[src/rtl/rs_pkg.sv]
// GF(256) helpers and shared types for the 4-parity Reed-Solomon code (field poly 0x11d).
package rs_pkg;

  localparam logic [7:0] GF_POLY = 8'h1d;

  // Decision-stage snapshot of one closed frame.
  typedef struct packed {
    logic       clean;
    logic       single;
    logic [7:0] s0;
    logic [7:0] s1;
    logic [7:0] z;
    logic       bank;
  } dec_t;

  // Generic GF(256) multiply, shift-and-add with reduction by 0x11d.
  function automatic logic [7:0] gf_mul(input logic [7:0] a, input logic [7:0] b);
    logic [7:0] p;
    logic [7:0] x;
    p = 8'h00;
    x = a;
    for (int i = 0; i < 8; i++) begin
      if (b[i]) p = p ^ x;
      x = {x[6:0], 1'b0} ^ (x[7] ? GF_POLY : 8'h00);
    end
    return p;
  endfunction

  // alpha^e with alpha = 0x02; used for elaboration-time constants.
  function automatic logic [7:0] gf_pow(input int unsigned e);
    logic [7:0] r;
    r = 8'h01;
    for (int unsigned i = 0; i < e; i++) r = gf_mul(r, 8'h02);
    return r;
  endfunction

endpackage

[src/rtl/rs_syndrome.sv]
// Four Horner accumulators S_k = S_k*alpha^k ^ din, restarted on the first symbol of a frame.
module rs_syndrome
  import rs_pkg::*;
(
  input  logic            clk,
  input  logic            nrst,
  input  logic            valid,
  input  logic            clear,
  input  logic            last,
  input  logic [7:0]      din,
  output logic [3:0][7:0] s,
  output logic            frame_done
);

  logic [3:0][7:0] s_nxt;

  for (genvar k = 0; k < 4; k++) begin : g_acc
    localparam logic [7:0] AK = gf_pow(k);
    // clear replaces the old sum so back-to-back frames need no idle cycle
    assign s_nxt[k] = (clear ? 8'h00 : gf_mul(s[k], AK)) ^ din;
  end

  // Accumulate on accepted symbols; pulse frame_done the cycle after the closing symbol.
  always_ff @(posedge clk or negedge nrst) begin
    if (!nrst) begin
      s          <= '0;
      frame_done <= 1'b0;
    end else begin
      frame_done <= valid && last;
      if (valid) s <= s_nxt;
    end
  end

endmodule

[src/rtl/rs_dec_single.sv]
// Streaming single-error RS decoder: syndromes, decision, ping-pong buffer, location search.
module rs_dec_single
  import rs_pkg::*;
#(
  parameter int N = 20
) (
  input  logic       clk,
  input  logic       nrst,
  input  logic       in_valid,
  input  logic [7:0] in,
  output logic       out_valid,
  output logic [7:0] out,
  output logic       out_last,
  output logic       corrected,
  output logic       uncorrectable
);

  localparam int         CW    = $clog2(N);
  localparam logic [7:0] A_N1  = gf_pow(N - 1);
  localparam logic [7:0] A_INV = gf_pow(254);

  logic [CW-1:0]   cnt;
  logic            wr_bank;
  logic            first_sym;
  logic            last_sym;
  logic [7:0]      mem [2][N];
  logic [3:0][7:0] s;
  logic            frame_done;
  dec_t            dec_nxt;
  dec_t            dec1;
  dec_t            act;
  logic            dec_vld;
  logic            rd_active;
  logic [CW-1:0]   rd_idx;
  logic            found;
  logic            match;
  logic            rd_last;
  logic            fixed;

  assign first_sym = (cnt == '0);
  assign last_sym  = (cnt == CW'(N - 1));

  rs_syndrome u_syn (
    .clk        (clk),
    .nrst       (nrst),
    .valid      (in_valid),
    .clear      (first_sym),
    .last       (last_sym),
    .din        (in),
    .s          (s),
    .frame_done (frame_done)
  );

  // Input symbol counter; the closing symbol wraps it and flips the write bank.
  always_ff @(posedge clk or negedge nrst) begin
    if (!nrst) begin
      cnt     <= '0;
      wr_bank <= 1'b0;
    end else if (in_valid) begin
      cnt <= last_sym ? '0 : cnt + CW'(1);
      if (last_sym) wr_bank <= ~wr_bank;
    end
  end

  // Symbol store; contents are don't-care after reset.
  always_ff @(posedge clk) begin
    if (in_valid) mem[wr_bank][cnt] <= in;
  end

  // Frame classification from the final syndromes; wr_bank has already flipped.
  always_comb begin
    dec_nxt        = '0;
    dec_nxt.clean  = (s == '0);
    dec_nxt.single = (s[0] != 8'h00) && (s[1] != 8'h00) &&
                     (gf_mul(s[1], s[1]) == gf_mul(s[0], s[2])) &&
                     (gf_mul(s[2], s[2]) == gf_mul(s[1], s[3]));
    dec_nxt.s0     = s[0];
    dec_nxt.s1     = s[1];
    dec_nxt.z      = gf_mul(s[0], A_N1);
    dec_nxt.bank   = ~wr_bank;
  end

  // Decision latch; held separately so a new frame cannot disturb the one still being output.
  always_ff @(posedge clk or negedge nrst) begin
    if (!nrst) begin
      dec1    <= '0;
      dec_vld <= 1'b0;
    end else begin
      dec_vld <= frame_done;
      if (frame_done) dec1 <= dec_nxt;
    end
  end

  assign match   = rd_active && act.single && !found && (act.z == act.s1);
  assign rd_last = rd_active && (rd_idx == CW'(N - 1));
  assign fixed   = act.single && (found || match);

  // Output sweep: walk degree N-1..0, fix the matching symbol, flag status with the last one.
  always_ff @(posedge clk or negedge nrst) begin
    if (!nrst) begin
      act           <= '0;
      rd_active     <= 1'b0;
      rd_idx        <= '0;
      found         <= 1'b0;
      out_valid     <= 1'b0;
      out           <= 8'h00;
      out_last      <= 1'b0;
      corrected     <= 1'b0;
      uncorrectable <= 1'b0;
    end else begin
      out_valid     <= rd_active;
      out           <= rd_active ? (mem[act.bank][rd_idx] ^ (match ? act.s0 : 8'h00)) : 8'h00;
      out_last      <= rd_last;
      corrected     <= rd_last && fixed;
      uncorrectable <= rd_last && !act.clean && !fixed;
      if (dec_vld) begin
        act       <= dec1;
        rd_active <= 1'b1;
        rd_idx    <= '0;
        found     <= 1'b0;
      end else if (rd_active) begin
        act.z  <= gf_mul(act.z, A_INV);
        rd_idx <= rd_idx + CW'(1);
        found  <= found || match;
        if (rd_last) rd_active <= 1'b0;
      end
    end
  end

endmodule

[config.mk]
export PLATFORM = sky130hd
export DESIGN_NAME = rs_dec_single
export DESIGN_NICKNAME = d
export VERILOG_FILES = /design/src/rtl/rs_pkg.sv /design/src/rtl/rs_syndrome.sv /design/src/rtl/rs_dec_single.sv
export SDC_FILE = /design/constraint.sdc
export NUM_CORES = 1
export LEC_CHECK = 0
export CORE_MARGIN = 5
export CORE_UTILIZATION = 43
export CTS_CLUSTER_DIAMETER = 30
export CTS_CLUSTER_SIZE = 30
export DETAILED_ROUTE_END_ITERATION = 16
export PLACE_DENSITY = 0.65
export SETUP_SLACK_MARGIN = 0.2
export SYNTH_ARGS = -nofsm -noshare
export SYNTH_HDL_FRONTEND = slang
export SYNTH_SLANG_ARGS = --single-unit
export TNS_END_PERCENT = 10
[constraint.sdc]
create_clock -name clk -period 3.05 [get_ports clk]
set_input_delay 0.61 -clock clk [delete_from_list [all_inputs] [get_ports clk]]
set_output_delay 0.61 -clock clk [all_outputs]
set_load 0.01 [all_outputs]
==> results of run 1 <==
[Yosys cell counts, drive strengths merged, types with 2 or more instances]
master  number
xor2       110
xor3         6
a22oi        6
nand2      214
a22o         5
ha          10
nor2       103
nand4        8
a221oi       4
xnor2      177
dfrtp      113
a21o         2
xnor3       22
a21oi       50
nor4         5
o21ai       48
nor3        12
clkbuf      53
or4          3
and3         3
o22ai       18
nor2b       22
a31oi        3
and3b        4
and2         7
o221ai       5
inv         20
mux2        42
nand2b       9
buf         73
edfxtp     320
o22a         2
a211oi       7
mux4        78
nand3b       2
mux2i       43
nand3       27
nor3b        2
[registers in the layout (all words and copies together) (netlist names), 5 cells and up]
name / flops
mem: 320
u_syn.s: 32
act: 27
dec1: 27
out: 8
cnt: 5
rd_idx: 5
[cell families after synthesis]
logic type	after synthesis	synth area share (%)
AO/OA/AOI/OAI	160	4.41
XOR/XNOR	315	14.7
adder cells (fa/ha/maj)	10	0.569
buffers and inverters	147	3.26
flip-flops	433	56.5
multiplexers	163	12.1
AND/OR/NAND/NOR	426	8.45
[per-layer routing]
metal	share of wire (%)	track usage, %	vias up
met5	0	0	-
met4	2.4	5.51	0
met3	5.7	4.01	82
met2	49	31.2	424
met1	43	26.5	6806
li1	-	-	6174
[stage by stage]
stage / cells / utilization [%] / area, µm² / hold slack, ps
3_5_place_dp: 2346 / 46.4 / 23400 / 429
5_1_grt: 2507 / 52.4 / 26400 / 413
4_1_cts: 2499 / 52.2 / 26300 / 360
6_report: 2507 / 52.4 / 26400 / 408
3_3_place_gp: 2346 / 46.4 / 23400 / 422
2_1_floorplan: 1654 / - / 22000 / 314
[critical path, stage by stage (launching register included)]
cell     delay [ps]
dfrtp_1         360
buf_6           300
inv_1           100
a221o_1         320
a21oi_1         290
xnor2_1         170
buf_4           160
xnor2_1         110
xnor3_1         390
nand4_1         150
o41ai_2         290
[cell type report]
type                       count  area, µm²
clock buffer                  88       2120
multi-input combinational   1074       8890
inverter                      21       78.8
clock inverter                64        764
tap                          672        841
timing repair buffer         155       1260
sequential                   433      12400
fill                        4141      24000
[repair_timing]
item | CTS | global route
hold buffers | 1 | 0
pin swaps | 0 | 2
buffers inserted | 0 | 8
setup endpoints to repair | 1 | 6
resized for setup | 1 | 9
endpoints found under the hold margin | 4 | 0
[final timing paths]
path	endpoint	slack (ps)	cells after the start
max	dec1[25]	300	10
min	cnt[0]	410	2
max reg2reg	dec1[25]	300	10
min reg2reg	uncorrectable	430	1
max in group asynchronous	u_syn.s[6]	1830	3
min in group asynchronous	u_syn.s[14]	540	2
==> key figures, run 1 <==
Setup path
  • Critical path startpoint: u_syn.s[23]
  • Critical Path Fanout Max: a little over 40
  • Kind of critical path: register to register
  • Critical Path RT: 3530 ps
  • Crit path launch type: register
  • Crit Reg-Reg Startpoint: u_syn.s[23]
  • CP arrival: 3230 ps
  • CP Capture Type: register

Clock tree
  • Clock-pin slew on the worst setup and hold paths: 50 ps
  • Clock latency on the worst-skew pair: 610 ps
  • CTS max path bufs: 3
  • CTS Root Cell: clkbuf_16
  • H-tree depth: 3
  • CTS sink cnt: roughly 430
  • Num CTS Buffers: 82
  • CTS tree: yes

Timing
  • Fin crit share: 90.3%
  • Worst-Margin Slew: about 1000 ps
  • Post-route minimum period: 2750 ps
  • Final setup vio count: 0
  • Fmax: roughly 360 MHz
  • Headroom to the max-slew limit: 33.2%
  • Final Hold Viols: 0
  • Setup TNS Final: 0 ps
  • Slack of the critical path: roughly 300 ps
  • RSZ-0062 raised after global routing: yes
  • Final slew viol count: 0
  • Clk_skew: 36.2 ps

Floorplan
  • Die area: 55800 µm²
  • I/O pin cnt: 23
  • Core ar.: 50400 µm²
  • Initial core utilization: between 40 and 50%
  • Die W: 236 µm
  • Die Y-Extent: 236 µm
  • Std cell rows: 82

Global routing
  • Aggregate global-route resource usage: 19.2%
  • Largest net degree at the start of global routing: 57
  • First-pass GRT wire length: 83.9 mm
  • Initial antenna violation count: 1
  • Remaining global-route overflow: 0
  • Vias in the first global route: 13690

Drt
  • Routed vias/inst: 5.38
  • Iter 0 DRT Violations: 1175
  • Drt pass-1 iters: 6
  • DRC Markers: 0
  • DR vias: 13486
  • DR WL/cell: 21.4 µm
  • Routed wire length: 53.7 mm
  • Routed Antenna Nets: 0

Run
  • Number of max-cap violations: 0

Final layout
  • Ratio of cells with drive above 1 in the final layout: about a quarter
  • Total Nets Final: 1788
  • Most frequent cells in the layout: edfxtp_1, nand2_1, xnor2_1, buf_4, dfrtp_1
  • Most common cell after layout, fill and taps aside: edfxtp_1
  • ANT cells: 0
  • Area grow syn2layout: 20.0%

Place
  • Port Buffer Count: 22
  • DP Worst Slack: 246 ps
  • GP Congestion: just under 0.9
  • Dpl hpwl: 34.5 mm

Synth
  • Post-synth top area share: 43.7%
  • Sequential area share after synthesis: between 50% and 60%
  • Synth top area cells: edfxtp_1, dfrtp_1, mux4_2
  • Post-Syn Area: 22000 µm²
  • Distinct cells, synth: 65
  • Mapped Nets: 1675
  • Syn Inst Count: 1654
  • Ys Warns: 0
  • EDFF count, synth: 320
  • Post-Syn Area per Cell: 13.3 µm²
  • Ys flop type: edfxtp_1
  • Cell taking the most area after synthesis: edfxtp_1
  • Async SR Flop Fraction: roughly a quarter
  • Synthesized flop and latch total: 433

Outcome
  • Status: complete, no violations

Hold path
  • Hold Path Origin: in_valid
  • Worst min-delay path category: primary input to register
Power of run 1 is not shown: default switching activity piles up to over one toggle a cycle in this logic, so the estimate is an artifact.
==> run 2, diff against run 1 <==
RECOVER_POWER = 100   (was unset)
==> run 2 against run 1 <==
Compared with the run above:
- via count rose by 0.14%
- highest routed layer unchanged
- the flow now finishes with violations (max-capacitance violations, max-slew violations)
- cell count about the same
- wire length is 0.14% higher
- global-route usage did not move
- clock skew increased by 2.2 ps
==> key figures, run 2 (same netlist as run 1, synthesis figures left out) <==
Setup path
  • Critical path's slowest cell: mux4_2
  • Reg2reg setup slack: 240 ps (-60 ps)
  • Crit-path cells: buf_12 > clkbuf_2 > mux4_2 > a221oi_1 > clkbuf_1 > o22ai_1 > o21ai_0 > buf_4 > xor2_1 > and2_1
  • Critical Path RT: 3550 ps (+20 ps)
  • Max incr delay on CP: 560 ps (+170 ps)
  • Kind of critical path: register to register
  • Crit path launch type: register
  • CP Capture Type: register
  • Critical Path Fanout Max: 18 (-56%)
  • Reg2reg end: out[1]
  • CP arrival: 3310 ps (+80 ps)
  • Crit Reg-Reg Startpoint: act[0]
  • Reg2reg path depth: 10 (unchanged)

Final layout
  • Core Util, Final: 52.0% (-0.41 points)
  • Regs by FF count: mem: 320 flops, u_syn.s: 32 flops
  • Post-route cell area: 26200 µm² (-0.79%)
  • Area grow syn2layout: 19.1%
  • Biggest register: mem
  • Ratio of cells with drive above 1 in the final layout: 20.6% (-3.2 points)
  • Max reg flops: 320 (unchanged)
  • Most frequent cells in the layout: edfxtp_1, nand2_1, xnor2_1, dfrtp_1, xor2_1
  • Total Nets Final: 1788 (unchanged)
  • Most common cell after layout, fill and taps aside: edfxtp_1

Place
  • Placed Area: 23400 µm² (unchanged)
  • DP Worst Slack: 246 ps (unchanged)
  • Dpl hpwl: 34.5 mm (unchanged)
  • Port Buffer Count: 22 (unchanged)
  • GP Congestion: 0.884 (unchanged)

Drt
  • Routed Antenna Nets: 0 (unchanged)
  • Routed vias/inst: 5.38 (+0.10%)
  • DR WL/cell: 21.4 µm (about the same)
  • Drt pass-1 iters: 5 (-1)
  • Routed wire length: 53.7 mm (+0.14%)
  • Met3 wire len: 3.35 mm (+8.5%)
  • Top Layer Used: met4
  • Met2 routed WL: 25.9 mm (-0.59%)
  • Routed met1 length: 23.2 mm (-0.19%)
  • Iter 0 DRT Violations: 1224 (+4.2%)
  • DRC Markers: 0 (unchanged)
  • DR vias: 13505 (+0.14%)

Hold path
  • Worst min-delay path category: primary input to register
  • Min-Delay Endpoint: cnt[0]
  • Hold Path Origin: in_valid
  • Worst hold path cell count: 2 (unchanged)

Timing
  • Headroom to the max-slew limit: -60.6% (-94 points)
  • Final setup vio count: 0 (unchanged)
  • Worst-Margin Slew: 2410 ps (+1410 ps)
  • Setup TNS Final: 0 ps (unchanged)
  • Post-route minimum period: 2810 ps (+60.3 ps)
  • Clk_skew: 38.5 ps (+2.24 ps)
  • Slack of the critical path: 236 ps (-60.3 ps)
  • Final Hold Viols: 0 (unchanged)
  • Fmax: 355 MHz (-2.1%)
  • Fin crit share: 92.2% (+2.0 points)
  • RSZ-0062 raised after global routing: yes
  • Final slew viol count: 422 (+422)

Floorplan
  • I/O pin cnt: 23 (unchanged)
  • Die Y-Extent: 236 µm (unchanged)
  • Die area: 55800 µm² (unchanged)
  • Die W: 236 µm (unchanged)
  • Initial core utilization: 43.7% (unchanged)
  • Std cell rows: 82 (unchanged)
  • Core ar.: 50400 µm² (unchanged)

Run
  • Number of max-cap violations: 10 (+10)

Global routing
  • First-pass GRT wire length: 83.9 mm (unchanged)
  • Vias in the first global route: 13690 (unchanged)
  • Initial antenna violation count: 3 (+2)
  • Largest net degree at the start of global routing: 57 (unchanged)
  • Remaining global-route overflow: 0 (unchanged)
  • Aggregate global-route resource usage: 19.2% (unchanged)

Clock tree
  • Clock-pin slew on the worst setup and hold paths: 60 ps (about the same)
  • H-tree depth: 3 (unchanged)
  • CTS tree: yes
  • CTS sink cnt: 433 (unchanged)
  • Clock latency on the worst-skew pair: 610 ps (about the same)
  • Num CTS Buffers: 82 (unchanged)
  • CTS max path bufs: 3 (unchanged)
  • CTS Root Cell: clkbuf_16

Outcome
  • Failing checks: max-capacitance violations, max-slew violations
  • Status: finished with violations
run 2: repair_timing:
action                                  4_1_cts  5_1_grt
hold buffers                                  1        0
pin swaps                                     0        2
setup buffers                                 0        8
hold endpoints to repair                      4        0
gates resized for setup                       1        9
endpoints found under the setup margin        1        6
run 2: worst max-delay path by stage:
stage,cells after the start,end,startpoint
final,10,out[1],act[0]
after global routing,9,dec1[25],u_syn.s[14]
after CTS,8,dec1[25],u_syn.s[3]
after detailed placement,9,dec1[25],u_syn.s[18]
after global placement,9,out[1],act[0]
after floorplan,10,dec1[25],u_syn.s[23]
run 2: per-stage QoR:
stage               cells  hold WS [ps]
finish               2508           412
floorplan            1654           314
detailed placement   2346           429
global route         2507           413
CTS                  2499           360
global placement     2346           422
run 2: layer usage:
layer / GRT usage, % / vias up
li1: - / 6171
met3: 4.01 / 88
met5: 0 / -
met4: 5.51 / 0
met1: 26.5 / 6781
met2: 31.2 / 465
run 2: area by class of cell:
class	count	area (µm²)
multi-input cells	1074	8890
repair buffers	155	1050
fillers	4203	24200
diodes	1	2.50
clock inverters	64	764
inverters	21	78.8
clock buffers	88	2120
well taps	672	841
flip-flops and latches	433	12400
run 2: worst max-delay path, delay by kind of cell, from the launching register on:
kind,cells,cell delay [ps]
muxes,1,560
buffers and inverters,4,900
xor gates and xnor gates,1,50
DFF,1,420
AOI/OAI and AO/OA,3,610
and+or+nand+nor,1,140
Power of run 2 is left out for the same reason.
